--- config.mk ---
export PLATFORM = sky130hd
export DESIGN_NAME = commit_tracker
export DESIGN_NICKNAME = d
export VERILOG_FILES = /design/src/rtl/commit_tracker_pkg.sv /design/src/rtl/commit_tracker_mask_gen.sv /design/src/rtl/commit_tracker.sv
export SDC_FILE = /design/constraint.sdc
export NUM_CORES = 1
export LEC_CHECK = 0
export CAP_MARGIN = 0
export CORE_AREA = 10 10 339 341
export CTS_CLUSTER_SIZE = 30
export DETAILED_ROUTE_END_ITERATION = 10
export DIE_AREA = 0 0 349 351
export SYNTH_ARGS = -nofsm -noshare
export SYNTH_HDL_FRONTEND = slang
export SYNTH_SLANG_ARGS = --single-unit
--- constraint.sdc ---
create_clock -name clock -period 9.2 [get_ports clock]
set_input_delay 0.92 -clock clock [delete_from_list [all_inputs] [get_ports clock]]
set_output_delay 0.92 -clock clock [all_outputs]
set_load 0.05 [all_outputs]
--- src/rtl/commit_tracker_pkg.sv ---
// Shared constants for the commit tracker: FSM state encodings, the default
// trap opcode, the channel-count ceiling and the width of the per-cycle
// retire count.
package commit_tracker_pkg;

  // FSM encodings
  localparam logic [1:0] ST_RUN         = 2'd0;
  localparam logic [1:0] ST_TRAP_REPORT = 2'd1;
  localparam logic [1:0] ST_HALTED      = 2'd2;

  // Default opcode field (inst[6:0]) that halts simulation
  localparam logic [6:0] TRAP_OPCODE_DEF = 7'h6b;

  // Commit channel ceiling and the width needed to count up to it
  localparam int CMT_WIDTH_MAX = 4;
  localparam int ACC_CNT_W     = 3;

endpackage : commit_tracker_pkg

--- src/rtl/commit_tracker_mask_gen.sv ---
// commit_mask_gen: combinational accept mask, trap channel index and accepted popcount.
// Ports: in_valid/in_op per channel in, trap_en in; accept_mask, trap_hit, trap_idx, acc_cnt out.
// Zero latency (pure combinational); no backpressure.
module commit_mask_gen
  import commit_tracker_pkg::*;
#(
  parameter int         CMT_WIDTH   = 2,
  parameter logic [6:0] TRAP_OPCODE = TRAP_OPCODE_DEF,
  parameter int         IDX_W       = (CMT_WIDTH > 1) ? $clog2(CMT_WIDTH) : 1
) (
  input  logic [CMT_WIDTH-1:0]   in_valid,
  input  logic [CMT_WIDTH*7-1:0] in_op,
  input  logic                   trap_en,
  output logic [CMT_WIDTH-1:0]   accept_mask,
  output logic                   trap_hit,
  output logic [IDX_W-1:0]       trap_idx,
  output logic [ACC_CNT_W-1:0]   acc_cnt
);

  // live stays high while every lower channel was valid and none of them trapped
  logic live;

  always_comb begin
    accept_mask = '0;
    trap_hit    = 1'b0;
    trap_idx    = '0;
    acc_cnt     = '0;
    live        = 1'b1;
    for (int i = 0; i < CMT_WIDTH; i++) begin
      if (live && in_valid[i]) begin
        accept_mask[i] = 1'b1;
        acc_cnt        = acc_cnt + 1'b1;
        // The trapping channel itself commits; everything above it is dropped
        if (trap_en && (in_op[i*7 +: 7] == TRAP_OPCODE)) begin
          trap_hit = 1'b1;
          trap_idx = IDX_W'(i);
          live     = 1'b0;
        end
      end else begin
        live = 1'b0;
      end
    end
  end

endmodule : commit_mask_gen

--- src/rtl/commit_tracker.sv ---
// commit_tracker: registers retire channels, detects trap, halts, keeps perf counters.
// Ports: in_* retire bundle, trap_code_in, perf_clean in; cmt_* commit bundle, trap/halt status, cycle/instr counters out.
// One cycle latency on every commit output; no backpressure, HALTED drops all input until reset.
module commit_tracker
  import commit_tracker_pkg::*;
#(
  parameter int         CMT_WIDTH   = 2,
  parameter int         XLEN        = 64,
  parameter logic [6:0] TRAP_OPCODE = TRAP_OPCODE_DEF
) (
  input  logic                      clock,
  input  logic                      reset_n,
  input  logic [CMT_WIDTH-1:0]      in_valid,
  input  logic [CMT_WIDTH*XLEN-1:0] in_pc,
  input  logic [CMT_WIDTH*32-1:0]   in_inst,
  input  logic [CMT_WIDTH-1:0]      in_wen,
  input  logic [CMT_WIDTH-1:0]      in_skip,
  input  logic [CMT_WIDTH*5-1:0]    in_wdest,
  input  logic [CMT_WIDTH*XLEN-1:0] in_wdata,
  input  logic [7:0]                trap_code_in,
  input  logic                      perf_clean,
  output logic [CMT_WIDTH-1:0]      cmt_valid,
  output logic [CMT_WIDTH-1:0]      cmt_wen,
  output logic [CMT_WIDTH-1:0]      cmt_skip,
  output logic [CMT_WIDTH*XLEN-1:0] cmt_pc,
  output logic [CMT_WIDTH*32-1:0]   cmt_inst,
  output logic [CMT_WIDTH*XLEN-1:0] cmt_wdata,
  output logic [CMT_WIDTH*8-1:0]    cmt_wdest,
  output logic                      trap_valid,
  output logic [7:0]                trap_code,
  output logic [XLEN-1:0]           trap_pc,
  output logic                      halted,
  output logic [63:0]               cycle_cnt,
  output logic [63:0]               instr_cnt
);

  localparam int IDX_W = (CMT_WIDTH > 1) ? $clog2(CMT_WIDTH) : 1;

  logic [1:0]                state_q, state_d;
  logic [CMT_WIDTH-1:0]      cmt_valid_q, cmt_valid_d;
  logic [CMT_WIDTH-1:0]      cmt_wen_q, cmt_wen_d;
  logic [CMT_WIDTH-1:0]      cmt_skip_q, cmt_skip_d;
  logic [CMT_WIDTH*XLEN-1:0] cmt_pc_q, cmt_pc_d;
  logic [CMT_WIDTH*32-1:0]   cmt_inst_q, cmt_inst_d;
  logic [CMT_WIDTH*XLEN-1:0] cmt_wdata_q, cmt_wdata_d;
  logic [CMT_WIDTH*8-1:0]    cmt_wdest_q, cmt_wdest_d;
  logic [7:0]                trap_code_q, trap_code_d;
  logic [XLEN-1:0]           trap_pc_q, trap_pc_d;
  logic [63:0]               cycle_cnt_q, cycle_cnt_d;
  logic [63:0]               instr_cnt_q, instr_cnt_d;

  logic [CMT_WIDTH*7-1:0]    in_op;
  logic [CMT_WIDTH-1:0]      accept_mask;
  logic                      trap_hit;
  logic [IDX_W-1:0]          trap_idx;
  logic [ACC_CNT_W-1:0]      acc_cnt;
  logic                      st_run;
  logic                      st_halted;

  assign st_run    = (state_q == ST_RUN);
  assign st_halted = (state_q == ST_HALTED);

  // Only the opcode field of each instruction matters for trap detection
  always_comb begin
    in_op = '0;
    for (int i = 0; i < CMT_WIDTH; i++) begin
      in_op[i*7 +: 7] = in_inst[i*32 +: 7];
    end
  end

  commit_mask_gen #(
    .CMT_WIDTH   (CMT_WIDTH),
    .TRAP_OPCODE (TRAP_OPCODE),
    .IDX_W       (IDX_W)
  ) u_mask_gen (
    .in_valid    (in_valid),
    .in_op       (in_op),
    .trap_en     (st_run),
    .accept_mask (accept_mask),
    .trap_hit    (trap_hit),
    .trap_idx    (trap_idx),
    .acc_cnt     (acc_cnt)
  );

  // Commit bundle: payload always passes through, valid/wen gated by mask and state
  always_comb begin
    cmt_pc_d    = in_pc;
    cmt_inst_d  = in_inst;
    cmt_wdata_d = in_wdata;
    cmt_skip_d  = in_skip;
    cmt_valid_d = st_halted ? '0 : accept_mask;
    cmt_wen_d   = '0;
    cmt_wdest_d = '0;
    for (int i = 0; i < CMT_WIDTH; i++) begin
      cmt_wdest_d[i*8 +: 8] = {3'b000, in_wdest[i*5 +: 5]};
      // x0 writes are architecturally discarded, so never report them
      cmt_wen_d[i] = cmt_valid_d[i] & in_wen[i] & (in_wdest[i*5 +: 5] != 5'd0);
    end
  end

  // FSM, trap capture and performance counters
  always_comb begin
    state_d     = state_q;
    trap_code_d = trap_code_q;
    trap_pc_d   = trap_pc_q;
    cycle_cnt_d = cycle_cnt_q;
    instr_cnt_d = instr_cnt_q;

    case (state_q)
      ST_RUN: begin
        if (trap_hit) begin
          state_d     = ST_TRAP_REPORT;
          trap_code_d = trap_code_in;
          trap_pc_d   = in_pc[trap_idx*XLEN +: XLEN];
        end
      end
      ST_TRAP_REPORT: state_d = ST_HALTED;
      ST_HALTED:      state_d = ST_HALTED;
      default:        state_d = ST_RUN;
    endcase

    // Counters freeze once halted; a clear wins over that cycle's increment
    if (!st_halted) begin
      if (perf_clean) begin
        cycle_cnt_d = '0;
        instr_cnt_d = '0;
      end else begin
        cycle_cnt_d = cycle_cnt_q + 64'd1;
        if (st_run) begin
          instr_cnt_d = instr_cnt_q + {{(64-ACC_CNT_W){1'b0}}, acc_cnt};
        end
      end
    end
  end

  always_ff @(posedge clock or negedge reset_n) begin
    if (!reset_n) begin
      state_q     <= ST_RUN;
      cmt_valid_q <= '0;
      cmt_wen_q   <= '0;
      cmt_skip_q  <= '0;
      cmt_pc_q    <= '0;
      cmt_inst_q  <= '0;
      cmt_wdata_q <= '0;
      cmt_wdest_q <= '0;
      trap_code_q <= '0;
      trap_pc_q   <= '0;
      cycle_cnt_q <= '0;
      instr_cnt_q <= '0;
    end else begin
      state_q     <= state_d;
      cmt_valid_q <= cmt_valid_d;
      cmt_wen_q   <= cmt_wen_d;
      cmt_skip_q  <= cmt_skip_d;
      cmt_pc_q    <= cmt_pc_d;
      cmt_inst_q  <= cmt_inst_d;
      cmt_wdata_q <= cmt_wdata_d;
      cmt_wdest_q <= cmt_wdest_d;
      trap_code_q <= trap_code_d;
      trap_pc_q   <= trap_pc_d;
      cycle_cnt_q <= cycle_cnt_d;
      instr_cnt_q <= instr_cnt_d;
    end
  end

  assign cmt_valid  = cmt_valid_q;
  assign cmt_wen    = cmt_wen_q;
  assign cmt_skip   = cmt_skip_q;
  assign cmt_pc     = cmt_pc_q;
  assign cmt_inst   = cmt_inst_q;
  assign cmt_wdata  = cmt_wdata_q;
  assign cmt_wdest  = cmt_wdest_q;
  assign trap_code  = trap_code_q;
  assign trap_pc    = trap_pc_q;
  assign trap_valid = (state_q == ST_TRAP_REPORT) || st_halted;
  assign halted     = st_halted;
  assign cycle_cnt  = cycle_cnt_q;
  assign instr_cnt  = instr_cnt_q;

endmodule : commit_tracker

==> results by group <==
Floorplan
  • # rows: 121
  • Die height: ~350 um
  • IO Pins: 891
  • Core area: 108,100 um2
  • Die X: roughly 350 um
  • DIE AREA: 122,500 um2
  • Initial core utilization: 0.1736

Critical path
  • Critical Path Max Stage Delay: 0.73 ns
  • Worst Path Required: 9.74 ns
  • CP Class: flip-flop to flip-flop
  • Number of buffers and inverters on the critical path: 1
  • CP max stage cell: or4_1
  • Critical path fanouts, max: 24
  • CP top delay family: simple AND/OR/NAND/NOR gates
  • Ordered cell list for the critical path: inv_1 -> ha_1 -> nand4b_1 -> nor2_1 -> nor2_1 -> ha_1 -> ha_1 -> fa_1 -> nand3_1 -> nor3_1 -> nand3_1 -> or4_1 -> a21oi_1
  • CP Launch Type: flip-flop
  • CP most frequent cell: ha_1
  • Crit path arrival time: 5.42 ns
  • CP Capture Type: flip-flop

Pwr
  • Sw frac: 0.3108
  • Design Power: 6.575 mW
  • Flop pwr share: 0.392
  • Pwr Density: 208.0 nW/um2
  • Pint: around 4.5 mW
  • Max VDD drop: between 0.1 and 0.15 mV
  • Net Sw Power: 2.044 mW
  • Clock power share: 0.414
  • Combinational power share: 0.194
  • P_leak: 12.50 nW

Clock network
  • Clock Path Buffers: 3
  • Clock Sinks: 538
  • Clock Root Buffer: clkbuf_16
  • CTS tree: built
  • PostCTS Resize Cnt: 0
  • CTS hold repair buffers: 0
  • Worst-path clk slew: 0.06 ns
  • Worst skew pair latency: between 0.6 and 0.7 ns
  • Setup bufs post-CTS: 0
  • CTS buffer count: 67
  • CTS H-tree depth: 3

Flow run
  • Max-Cap Viols: 0

STA
  • Slew margin rel.: 0.1900
  • Achievable Freq: 204.8 MHz
  • Final min period: 4.884 ns
  • # setup viols final: 0
  • Min Hold Slack: 0.3475 ns
  • Final Skew: between 0.02 and 0.03 ns
  • Least-Margin Pin Slew: 1.206 ns
  • Max Slew Vio Count: 0
  • RSZ-0062 raised after global routing: false
  • Setup TNS: 0 ns
  • Final Hold Violating Endpoints: 0
  • Final Cycle Share: 0.5308
  • Setup slack after layout: 4.316 ns

Logic synthesis
  • Yosys warnings: 0
  • Mean post-synth cell area: between 10 and 15 um2
  • Distinct cells, synth: between 40 and 50
  • FF+latch count, synth: 538
  • Synth area leaders: dfrtp_1, mux2i_1, nand2_1
  • Mux cell area share after synthesis: 0.03535
  • Synth Area in XOR/XNOR: 0.02988
  • Synth Area in Adders: 0.005736
  • Top cell type's share of synthesized area: 0.7176
  • EDFF count, synth: 0
  • Main combinational cell family by area after synthesis: simple AND/OR/NAND/NOR gates
  • FFs w/ async S/R, synth: 1.000
  • Post-synth top flop: dfrtp_1
  • Area leader, netlist: dfrtp_1
  • Post-synthesis sequential area ratio: 0.7176
  • Post-Syn Instances: 1,450
  • Synth Area in Compound Gates: 0.05729
  • Post-Syn Area: 18,760 um2
  • Simple-gate area share of the yosys netlist: 0.1381

Layout
  • Layout cells sized above 1: 0.05812
  • Area Growth Syn to Fin: 68.47%
  • Finished Layout Cells: ~3,800
  • Design area: 31,610 um2
  • Fin nets: 2,721
  • Commonest non-fill, non-tap cell in the layout: clkdlybuf4s50_1
  • Most frequent cells in the layout: clkdlybuf4s50_1, dfrtp_1, nand2_1
  • Final Util: 0.2924

Place
  • DP HPWL: 71,690 um
  • # port buffers: 884
  • Cell total after placement: ~3,700
  • Post-DP Area: 29,340 um2
  • GP Congestion: approximately 0.84
  • Worst slack at placement: approximately 3.7 ns

Detailed routing
  • # DRC: 0
  • Vias per inst: 3.976
  • Starting DRC count in detailed routing: a little under 900
  • Via total after detailed routing: ~15,000
  • First-pass iteration count of the detailed router: 5
  • Post-Route WL: 89,650 um
  • Routed Antenna Nets: 0
  • Routed wire per std cell: 23.43 um

Global route
  • Vias in the first global route: 15,990
  • Largest net degree at the start of global routing: approximately 160
  • Overflow left after global routing: 0
  • Initial antenna violation count: 16
  • All-Layer GR Usage: 0.1399
  • First-pass GRT wire length: 123,700 um

Min path
  • Min-Delay Path Class: input port to async pin

Status
  • Status: finished clean
-- sequential cells by signal (all words and copies together), names as in the netlist --
signal,cells
cmt_wen,2
trap_code,8
cycle_cnt,64
state_q,2
cmt_pc,128
cmt_wdest,10
cmt_wdata,128
cmt_valid,2
cmt_inst,64
cmt_skip,2
trap_pc,64
instr_cnt,64
-- cells by family after synthesis --
group | Yosys count
flip-flops | 538
AND/OR/NAND/NOR | 505
AO/OA/AOI/OAI | 197
buffers and inverters | 71
multiplexers | 66
XOR/XNOR | 64
adder cells (fa/ha/maj) | 8
other | 1
-- power by group through the flow --
stage,Sequential [mW],Combinational [mW],Clock [mW]
after CTS,2.58,1.31,2.83
final,2.58,1.28,2.72
after detailed placement,2.62,1.31,0
after global placement,2.61,1.30,0
after global routing,2.59,1.35,2.90
after floorplan,3.06,0.194,0
-- synthesized netlist by cell type, types with 3 or more instances --
library cell / instances
nand3_1: 52
mux2i_1: 64
and3_1: 13
nor2_1: 86
dfrtp_1: 538
clkbuf_1: 47
nor2b_1: 4
buf_1: 6
o21ai_0: 104
or4_1: 25
and2_1: 8
nand4_1: 59
nor4_1: 22
nor3_1: 22
nand4b_1: 4
or2_2: 4
and4_1: 9
o31ai_1: 22
xor2_1: 41
inv_1: 10
xnor2_1: 23
ha_1: 7
nand2_1: 146
or3_1: 39
nor4_2: 3
buf_4: 6
a21oi_1: 62
-- final cells by class --
cell class | count | area, um2
repair buffers | 903 | 9009
clock buffers | 89 | 1879
well taps | 1414 | 1769
inverters | 10 | 37.54
multi-input cells | 846 | 5066
flip-flops and latches | 538 | 13460
diodes | 3 | 7.507
fillers | 11110 | 76490
clock inverters | 23 | 374.1
-- routing by layer --
metal	wire length (um)	track usage
met1	34310	0.1591
met2	43200	0.2309
met3	9195	0.06291
met4	2883	0.04961
met5	57	0
-- path summary, 6_finish.rpt --
| kind | start | end | slack, ns | cells after the start |
|---|---|---|---|---|
| min in group clock | trap_code[4]$_DFFE_PN0P_ | trap_code[4]$_DFFE_PN0P_ | 0.47 | 2 |
| max in group asynchronous | reset_n | cmt_wdata[3]$_DFF_PN0_ | 6.64 | 3 |
| setup reg to reg | state_q[0]$_DFFE_PN0P_ | instr_cnt[58]$_DFFE_PN0P_ | 4.32 | 13 |
| hold / removal | reset_n | cmt_wdata[109]$_DFF_PN0_ | 0.35 | 1 |
| setup / recovery | state_q[0]$_DFFE_PN0P_ | instr_cnt[58]$_DFFE_PN0P_ | 4.32 | 13 |
| hold reg to reg | trap_code[4]$_DFFE_PN0P_ | trap_code[4]$_DFFE_PN0P_ | 0.47 | 2 |
Note: power is estimated with default switching activity, not from simulation.
